===== config.mk =====
export PLATFORM = sky130hd
export DESIGN_NAME = intersection_phase_scheduler
export DESIGN_NICKNAME = d
export VERILOG_FILES = /design/src/rtl/intersection_phase_scheduler_pkg.sv /design/src/rtl/intersection_phase_scheduler_rr_pick.sv /design/src/rtl/intersection_phase_scheduler.sv
export SDC_FILE = /design/constraint.sdc
export NUM_CORES = 1
export LEC_CHECK = 0
export BUFFER_PORTS_ARGS = -buffer_cell sky130_fd_sc_hd__buf_2
export CAP_MARGIN = 15
export CORE_ASPECT_RATIO = 1.4
export CORE_MARGIN = 2
export CORE_UTILIZATION = 51
export CTS_CLUSTER_SIZE = 14
export DETAILED_ROUTE_END_ITERATION = 16
export PLACE_DENSITY = 0.84
export SLEW_MARGIN = 20
export SYNTH_ARGS = -nofsm -noshare
export SYNTH_HDL_FRONTEND = slang
export SYNTH_SLANG_ARGS = --single-unit

===== constraint.sdc =====
create_clock -name clk -period 2.38 [get_ports clk]
set_input_delay 0.238 -clock clk [delete_from_list [all_inputs] [get_ports clk]]
set_output_delay 0.238 -clock clk [all_outputs]
set_load 0.02 [all_outputs]

===== src/rtl/intersection_phase_scheduler_pkg.sv =====
// Shared types for the intersection phase scheduler: light codes and FSM states.
package intersection_phase_scheduler_pkg;

    typedef logic [1:0] light_t;

    localparam light_t LIGHT_RED    = 2'd0;
    localparam light_t LIGHT_YELLOW = 2'd1;
    localparam light_t LIGHT_GREEN  = 2'd2;

    typedef enum logic [1:0] {
        S_IDLE    = 2'd0,
        S_GREEN   = 2'd1,
        S_YELLOW  = 2'd2,
        S_ALL_RED = 2'd3
    } sched_state_t;

endpackage


===== src/rtl/intersection_phase_scheduler_rr_pick.sv =====
// Combinational round-robin picker: first set bit of pending strictly after ptr, wrapping.
module intersection_phase_scheduler_rr_pick #(
    parameter int unsigned N = 4,
    parameter int unsigned W = $clog2(N)
) (
    input  logic [N-1:0] pending,
    input  logic [W-1:0] ptr,
    output logic [W-1:0] idx,
    output logic         valid
);

    logic [W-1:0] cand;

    always_comb begin
        idx   = '0;
        valid = 1'b0;
        cand  = '0;
        for (int unsigned k = 1; k <= N; k++) begin
            cand = W'((32'(ptr) + k) % N);
            if (!valid && pending[cand]) begin
                idx   = cand;
                valid = 1'b1;
            end
        end
    end

endmodule


===== src/rtl/intersection_phase_scheduler.sv =====
// Round-robin phase scheduler: GREEN -> YELLOW -> ALL_RED per grant, with emergency preempt.
module intersection_phase_scheduler
    import intersection_phase_scheduler_pkg::*;
#(
    parameter int unsigned N_APPR       = 4,
    parameter int unsigned GREEN_MIN    = 6,
    parameter int unsigned GREEN_MAX    = 20,
    parameter int unsigned YELLOW_TIME  = 4,
    parameter int unsigned ALL_RED_TIME = 2
) (
    input  logic                      clk,
    input  logic                      rst_n,
    input  logic [N_APPR-1:0]         req,
    input  logic                      preempt,
    input  logic [$clog2(N_APPR)-1:0] preempt_idx,
    output logic [2*N_APPR-1:0]       lights,
    output logic [$clog2(N_APPR)-1:0] grant_idx,
    output logic                      phase_start,
    output logic                      busy
);

    localparam int unsigned IW = $clog2(N_APPR);
    localparam int unsigned TW = $clog2(GREEN_MAX + 1);

    sched_state_t      state_q, state_d;
    logic [TW-1:0]     timer_q, timer_d;
    logic [N_APPR-1:0] pending_q, pending_d;
    logic [IW-1:0]     rr_ptr_q, rr_ptr_d;
    logic [IW-1:0]     grant_q, grant_d;

    logic [N_APPR-1:0] eff_pend;
    logic [N_APPR-1:0] others;
    logic [IW-1:0]     rr_idx;
    logic              rr_valid;
    logic [IW-1:0]     win_idx;
    logic              win_valid;
    logic              enter;
    light_t            code;

    assign eff_pend  = pending_q | req;
    assign others    = eff_pend & ~(N_APPR'(1) << grant_q);
    assign win_idx   = preempt ? preempt_idx : rr_idx;
    assign win_valid = preempt | rr_valid;

    intersection_phase_scheduler_rr_pick #(
        .N (N_APPR),
        .W (IW)
    ) u_rr_pick (
        .pending (eff_pend),
        .ptr     (rr_ptr_q),
        .idx     (rr_idx),
        .valid   (rr_valid)
    );

    always_comb begin
        state_d  = state_q;
        grant_d  = grant_q;
        rr_ptr_d = rr_ptr_q;
        enter    = 1'b0;
        case (state_q)
            S_IDLE: begin
                if (win_valid) enter = 1'b1;
            end
            S_GREEN: begin
                // A preempt for the current owner pins the phase, suspending GREEN_MAX
                if (preempt) begin
                    if (preempt_idx != grant_q) state_d = S_YELLOW;
                end else if (timer_q == TW'(GREEN_MAX - 1)) begin
                    state_d = S_YELLOW;
                end else if (timer_q >= TW'(GREEN_MIN - 1) && ((|others) || !req[grant_q])) begin
                    state_d = S_YELLOW;
                end
            end
            S_YELLOW: begin
                if (timer_q == TW'(YELLOW_TIME - 1)) state_d = S_ALL_RED;
            end
            S_ALL_RED: begin
                if (timer_q == TW'(ALL_RED_TIME - 1)) begin
                    if (win_valid) enter = 1'b1;
                    else           state_d = S_IDLE;
                end
            end
            default: state_d = S_IDLE;
        endcase

        if (enter) begin
            state_d = S_GREEN;
            grant_d = win_idx;
            if (!preempt) rr_ptr_d = rr_idx;
        end

        pending_d = eff_pend;
        if (enter) pending_d[win_idx] = 1'b0;

        if (state_d != state_q)  timer_d = '0;
        else if (timer_q == '1)  timer_d = timer_q;
        else                     timer_d = timer_q + 1'b1;
    end

    always_ff @(posedge clk or negedge rst_n) begin
        if (!rst_n) begin
            state_q   <= S_IDLE;
            timer_q   <= '0;
            pending_q <= '0;
            rr_ptr_q  <= IW'(N_APPR - 1);
            grant_q   <= '0;
        end else begin
            state_q   <= state_d;
            timer_q   <= timer_d;
            pending_q <= pending_d;
            rr_ptr_q  <= rr_ptr_d;
            grant_q   <= grant_d;
        end
    end

    always_comb begin
        case (state_q)
            S_GREEN:  code = LIGHT_GREEN;
            S_YELLOW: code = LIGHT_YELLOW;
            default:  code = LIGHT_RED;
        endcase
    end

    assign lights      = {{(2*N_APPR-2){1'b0}}, code} << {grant_q, 1'b0};
    assign grant_idx   = grant_q;
    assign phase_start = (state_q == S_GREEN) && (timer_q == '0);
    assign busy        = (state_q != S_IDLE);

endmodule


---- Word level (Yosys, flattened, before mapping) ----
Index checks and enable logic that the tools add are counted.
word-level totals
  output and inout bits ................... 12
  bits in registers ....................... 15
  input bits .............................. 9
  logic and storage cells ................. 90
cells by class
  $add $sub $neg .......................... 5
  bitwise gates (word level) .............. 7
  $lt $le $gt $ge ......................... 8
  equal/unequal tests ..................... 10
  shift-type cells ........................ 2
  multiplexer cells ....................... 37
  reduce and logical (&&, ||, !) cells .... 16
operator list
  operator               number
  $mux W2                13
  $lt A2 B3 Y1 const B   6
  $mux W1                12
  $bmux W1 S2            5
  $eq A5 B5 Y1 const B   2
  $mux W5                2
  $and A4 B4 Y4          2
  $not A4 Y4             2
  $shl A2 B3 Y8          1
  $logic_and A1 B1 Y1    6
  $pmux W2 S3            1
  $add A5 B1 Y5 const B  1
  $eq A5 B1 Y1 const B   1
  $eq A5 B2 Y1 const B   1
  $ge A5 B3 Y1 const B   1
  $logic_not A5 Y1       1
  $add A2 B1 Y2 const B  2
  $add A2 B2 Y2 const B  2
  $eq A2 B2 Y1 const B   2
  $logic_not A1 Y1       4
  $mux W4                1
  $ne A2 B2 Y1           2
  $or A4 B4 Y4           1
  $pmux W2 S2            1
  13 further kinds       13

---- Longest topological paths before layout ----
  depth in word-level cells ............... 21
  mapped depth ............................ 8
  mapped depth without buffers ............ 7

---- By module ----
A second synthesis with hierarchy kept.
second synthesis, totals
  cell total of the unflattened synthesis .. 154
  area total of the unflattened synthesis .. 1410.1 sq um
by module, submodules not included
  module                                area an instance (sq um)  seq. area each (sq um)  instances  cells each
  intersection_phase_scheduler          1318.8                    377.9                   1          140
  intersection_phase_scheduler_rr_pick  91.3                      0.0                     1          14

---- Worst setup path after synthesis ----
Ideal clock, no wire load.
  path kind ............................... reg-to-reg
  start point ............................. register rr_ptr_q[0]
  end point ............................... register timer_q[0]
  setup slack ............................. 0.038 ns
  buffers on the path ..................... 1
  arrival time ............................ 2.205 ns
  stages on the path, launching flop included .. 7
  setup time .............................. 0.138 ns
  period minus slack after synthesis ...... 2.342 ns
  data required time ...................... 2.242 ns
  cells stage by stage .................... dfstp_2 clkbuf_1 mux4_2 a2111oi_2 o21bai_2 nor4_4 nor4_1
on the way
  word-level cells in the longest chain between the ends .. 20
  elaborated cells on any way between the ends .. 33
  classes of those cells .................. 4 x add/sub; 2 x eq/ne; 20 x mux; 1 x bitwise; 6 x reduce/logical
RTL lines
  item                                                      RTL line                                                                RTL
  start: declaration                                        intersection_phase_scheduler.sv:28                                      logic [IW-1:0] rr_ptr_q, rr_ptr_d;
  start signal: assignment                                  intersection_phase_scheduler.sv:105                                     rr_ptr_q <= IW'(N_APPR - 1);
  start signal: assignment                                  intersection_phase_scheduler.sv:111                                     rr_ptr_q <= rr_ptr_d;
  $add A2 B1 Y2                                             intersection_phase_scheduler_rr_pick.sv:19                              cand = W'((32'(ptr) + k) % N);
  $bmux W1 S2                                               intersection_phase_scheduler_rr_pick.sv:20                              if (!valid && pending[cand]) begin
  $mux W1 (implied by the code)                             intersection_phase_scheduler_rr_pick.sv:20
  $mux W1                                                   intersection_phase_scheduler_rr_pick.sv:20
  $logic_not A1 Y1                                          intersection_phase_scheduler_rr_pick.sv:20
  $logic_and A1 B1 Y1                                       intersection_phase_scheduler_rr_pick.sv:20
  $mux W1                                                   intersection_phase_scheduler_rr_pick.sv:20
  $logic_not A1 Y1                                          intersection_phase_scheduler_rr_pick.sv:20
  [... 4 more ...]                                          -
  $mux W1 (*)                                               intersection_phase_scheduler_rr_pick.sv:20
  $or A1 B1 Y1 (*)                                          intersection_phase_scheduler.sv:43                                      assign win_valid = preempt | rr_valid;
  $mux W2 or $mux W1 (tied branches)                        intersection_phase_scheduler.sv:79, intersection_phase_scheduler.sv:62
  $mux W2 or $mux W1 (tied branches)                        intersection_phase_scheduler.sv:78                                      if (timer_q == TW'(ALL_RED_TIME - 1)) begin
  $pmux W2 S3 or $pmux W1 S2 (tied branches)                intersection_phase_scheduler.sv:60                                      case (state_q)
  $mux W2 (*)                                               intersection_phase_scheduler.sv:86                                      if (enter) begin
  $ne A2 B2 Y1 (*)                                          intersection_phase_scheduler.sv:95                                      if (state_d != state_q) timer_d = '0;
  $ne A2 B2 Y1 (no source line) or $mux W5 (tied branches)  -
  end signal: assignment                                    intersection_phase_scheduler.sv:109                                     timer_q <= timer_d;
  end: declaration                                          intersection_phase_scheduler.sv:26                                      logic [TW-1:0] timer_q, timer_d;
Every way passes the cells marked *; elsewhere a longest branch is shown, timed or not. The select of a mux whose other input is x is not followed.
A chain may end at the register's enable or synchronous reset.

---- Worst setup path after layout ----
  start point ............................. register pending_q[3]
  end point ............................... register timer_q[4]
on the way
  word-level cells in the longest chain between the ends .. 20
  elaborated cells on any way between the ends .. 37
  classes of those cells .................. 2 x eq/ne; 23 x mux; 3 x bitwise; 9 x reduce/logical
RTL lines
  item                                                      RTL line                                                                RTL
  start: declaration                                        intersection_phase_scheduler.sv:27                                      logic [N_APPR-1:0] pending_q, pending_d;
  start signal: assignment                                  intersection_phase_scheduler.sv:110                                     pending_q <= pending_d;
  $or A4 B4 Y4 (*)                                          intersection_phase_scheduler.sv:40                                      assign eff_pend = pending_q | req;
  $bmux W1 S2                                               intersection_phase_scheduler_rr_pick.sv:20
  $mux W1 (implied by the code)                             intersection_phase_scheduler_rr_pick.sv:20
  $mux W1                                                   intersection_phase_scheduler_rr_pick.sv:20
  $logic_not A1 Y1                                          intersection_phase_scheduler_rr_pick.sv:20
  $logic_and A1 B1 Y1                                       intersection_phase_scheduler_rr_pick.sv:20
  $mux W1                                                   intersection_phase_scheduler_rr_pick.sv:20
  $logic_not A1 Y1                                          intersection_phase_scheduler_rr_pick.sv:20
  [... 4 more ...]                                          -
  $mux W1                                                   intersection_phase_scheduler_rr_pick.sv:20
  $or A1 B1 Y1                                              intersection_phase_scheduler.sv:43
  $mux W2 or $mux W1 (tied branches)                        intersection_phase_scheduler.sv:79, intersection_phase_scheduler.sv:62
  $mux W2 or $mux W1 (tied branches)                        intersection_phase_scheduler.sv:78
  $pmux W2 S3 or $pmux W1 S2 (tied branches)                intersection_phase_scheduler.sv:60
  $mux W2 (*)                                               intersection_phase_scheduler.sv:86
  $ne A2 B2 Y1 (*)                                          intersection_phase_scheduler.sv:95
  $ne A2 B2 Y1 (no source line) or $mux W5 (tied branches)  -
Marks and branches as above.

==> run_results.csv <==
group,metric,value,unit
sta,min_period_over_period,96.6,%
die,die_x,47.3,µm
worst_setup_path,path_buf_inv,3,
worst_setup_path,crit_type,"reg2reg",
run,cap_viol_max_count,0,
clocking,clk_latency,0.30,ns
synth,synth_fa_ha_area_share,9.36,%
die,initial_core_util,52.2,%
global_routing,grt_use_total,25.7,%
min_path,hold_path.class,"in2reg",
global_routing,grt_max_degree,16,
finish,layout_commonest_cell,"buf_2",
sta,hold_violations,0,
worst_setup_path,worstPathRequired,2.58,ns
worst_setup_path,startpoint_type,"flop",
clocking,clockBufferDepth,2,
global_routing,grt_pass1_wl,5800,µm
finish,final-seq-area,379,µm²
global_routing,met2_usage,43.8,%
route,routedWlPerCell,17.9,µm
synth,synth_warnings,0,
global_routing,antenna_found_initial,0,
global_routing,grt_overflow_total,0,
global_routing,busiest_layer,"met2",
finish,mostFrequentLayoutCells,"buf_2, buf_4, dfrtp_1, ha_1, nor2_1",
synth,yosysTopAreaCell,"dfrtp_1",
sta,slew_headroom,68.7,%
synth,yosys.area_share.xor_xnor,3.28,%
worst_setup_path,cp_cell_sequence,"buf_4, nor4_4, nor4b_2, o311ai_2, a21boi_1, buf_4, nor4_4, buf_4, nor4_2",
route,initialDrtViolationCount,57,
placed_design,dpl.hpwl,2610,µm
clocking,htreeDepth,1,
pwr,p_seq_share,23.8,%
worst_setup_path,cp-end-kind,"flop",
die,pin_count,21,
synth,synth_area_leaders,"dfrtp_1, ha_1, dfstp_2, mux4_2, nor4_1",
pwr,p_comb_share,69.5,%
synth,synth_compound_area_share,18.6,%
synth,synth_async_sr_flop_share,100,%
synth,synth-edff-count,0,
finish,layout.nets,194,
worst_setup_path,crit_path_top_delay_cell,"dfrtp_1",
route,antenna_left,0,
pwr,switching_share,49.0,%
synth,synth_top_family_by_area,"simple AND/OR/NAND/NOR gates",
clocking,clk_transition_reported_paths,0.09,ns
route,dr.pass1.iters,4,
pwr,power_density,1320,nW/µm²
die,std_cell_rows,22,
pwr,p_int,1170,µW
synth,syn_inst,139,
finish,drive_gt1_share,40.8,%
pwr,switchingPower,1120,µW
finish,multi_input_area,1020,µm²
sta,tns,0,ns
pwr,clockPowerShare,6.7,%
synth,ys_seq_elements,15,
die,coreArea,2560,µm²
global_routing,grt_pass1_vias,1315,
die,die_area,3050,µm²
placed_design,dp_cells,198,
route,route.detailed.drc,0,
clocking,cts_buffers,3,
synth,post_synth.cell_area_avg,9.61,µm²
worst_setup_path,crit_family,"simple AND/OR/NAND/NOR gates",
clocking,clkSinkCount,15,
sta,finalCriticalPeriod,2.30,ns
route,via_per_inst,6.28,
synth,seq_area_frac_synth,28.3,%
pwr,ir_drop,0.733,mV
sta,timing.fmax,435,MHz
pwr,p_leak,0.000728,µW
route,via_count,1319,
global_routing,use_met3,6.96,%
synth,syn_nets,158,
synth,synthMuxAreaShare,9.74,%
worst_setup_path,cp.arrival,2.49,ns
finish,fillCellCount,207,
placed_design,globalplace.congestion,1.01,
sta,worstMarginPinSlew,0.468,ns
placed_design,io_buffers,20,
clocking,clockRootBuffer,"clkbuf_4",
worst_setup_path,crit_fanout,5,
synth,synth_simple_gate_area_share,26.6,%
synth,synth-main-ff-cell,"dfrtp_1",
sta,finalSetupViolCount,0,
worst_setup_path,crit_path_frequent_cell,"buf_4",
finish,stdcell_count,210,
worst_setup_path,cpPeakStageDelay,0.39,ns
die,fp.dieH,64.6,µm
clocking,cts_tree,"yes",
outcome,status,"finished clean",
route,totalWireLength,3760,µm
sta,clock_skew,0.00314,ns
synth,syn_area,1340,µm²
global_routing,grtUsageMet1,28.1,%
synth,yosysUniqueCellTypes,53,
finish,areaGrowthSynthToFinish,29.8,%
synth,synth_top_area_share,24.3,%
finish,diodes,0,
sta,slew_violations,0,
worst paths after layout:
kind                               from  slack, ns            to  cells past startpoint
setup / recovery           pending_q[3]       0.08    timer_q[4]                      9
hold / removal                   req[0]       0.35  pending_q[0]                      3
setup reg to reg           pending_q[3]       0.08    timer_q[4]                      9
hold reg to reg              timer_q[2]       0.66    timer_q[2]                      2
max in group asynchronous         rst_n       1.71   rr_ptr_q[0]                      2
min in group asynchronous         rst_n       0.37    timer_q[2]                      2
cell families (layout without fill, tap and decap cells):
group           Yosys count  count (layout)
flops                    15              15
compound gates           29              29
buf+inv                  13              48
fa+ha+maj                10              10
xor+xnor                  5               5
simple gates             57              57
mux                      10              10
registers in the layout (all words and copies together) (netlist names):
name       count
pending_q      4
grant_idx      2
state_q        2
timer_q        5
rr_ptr_q       2
power by group through the flow:
stage | registers (µW) | logic [µW] | clock network, µW
2_1_floorplan | 506 | 940 | 0
3_3_place_gp | 528 | 1260 | 0
3_5_place_dp | 543 | 1310 | 0
4_1_cts | 539 | 1350 | 152
5_1_grt | 567 | 1710 | 173
6_report | 545 | 1590 | 153
worst min-delay path, cell delays in order:
cell and delay [ns]:
buf_2 0.13, or2_4 0.13, o21a_1 0.11
stage by stage:
stage / utilization (%) / area (µm²) / hold slack [ns] / total power, µW / setup slack [ns]
2_1_floorplan: - / 1340 / -0.0576 / 1450 / 0.0375
4_1_cts: 62.3 / 1590 / 0.334 / 2040 / 0.00308
6_report: 67.7 / 1730 / 0.352 / 2290 / 0.0816
3_5_place_dp: 59.5 / 1520 / 0.163 / 1850 / -0.0767
3_3_place_gp: 59.5 / 1520 / 0.160 / 1790 / 0.0550
5_1_grt: 67.7 / 1730 / 0.336 / 2450 / -0.0178
layout make-up:
type / instances / share of cell area (%)
multi-input combinational: 111 / 59.0
tap: 36 / 2.60
timing repair buffer: 38 / 13.7
inverter: 6 / 1.30
sequential: 15 / 21.9
clock buffer: 4 / 1.52
synthesized netlist by cell type, drive strengths merged (3+ instances only):
library cell,count
a21oi,3
a31oi,4
or2,4
ha,10
buf,3
dfrtp,13
inv,6
mux2,4
xnor2,3
nand2,5
nor3,7
nor3b,5
clkbuf,4
nor2,9
and3,4
nor4,8
mux2i,4
o21ai,4
timing repair:
action,in CTS,in global routing
endpoints found under the hold margin,13,0
setup buffers,2,5
endpoints found under the setup margin,5,8
hold buffers,1,0
resized for setup,2,23
pin swaps,3,8
routing by layer:
layer | part of all wire [%] | routed length (µm)
met2 | 55 | 2080
met3 | 6.5 | 244
met4 | 2.3 | 87
met1 | 36 | 1350
met5 | 0 | 0
Power figures use the tool's default switching activity.
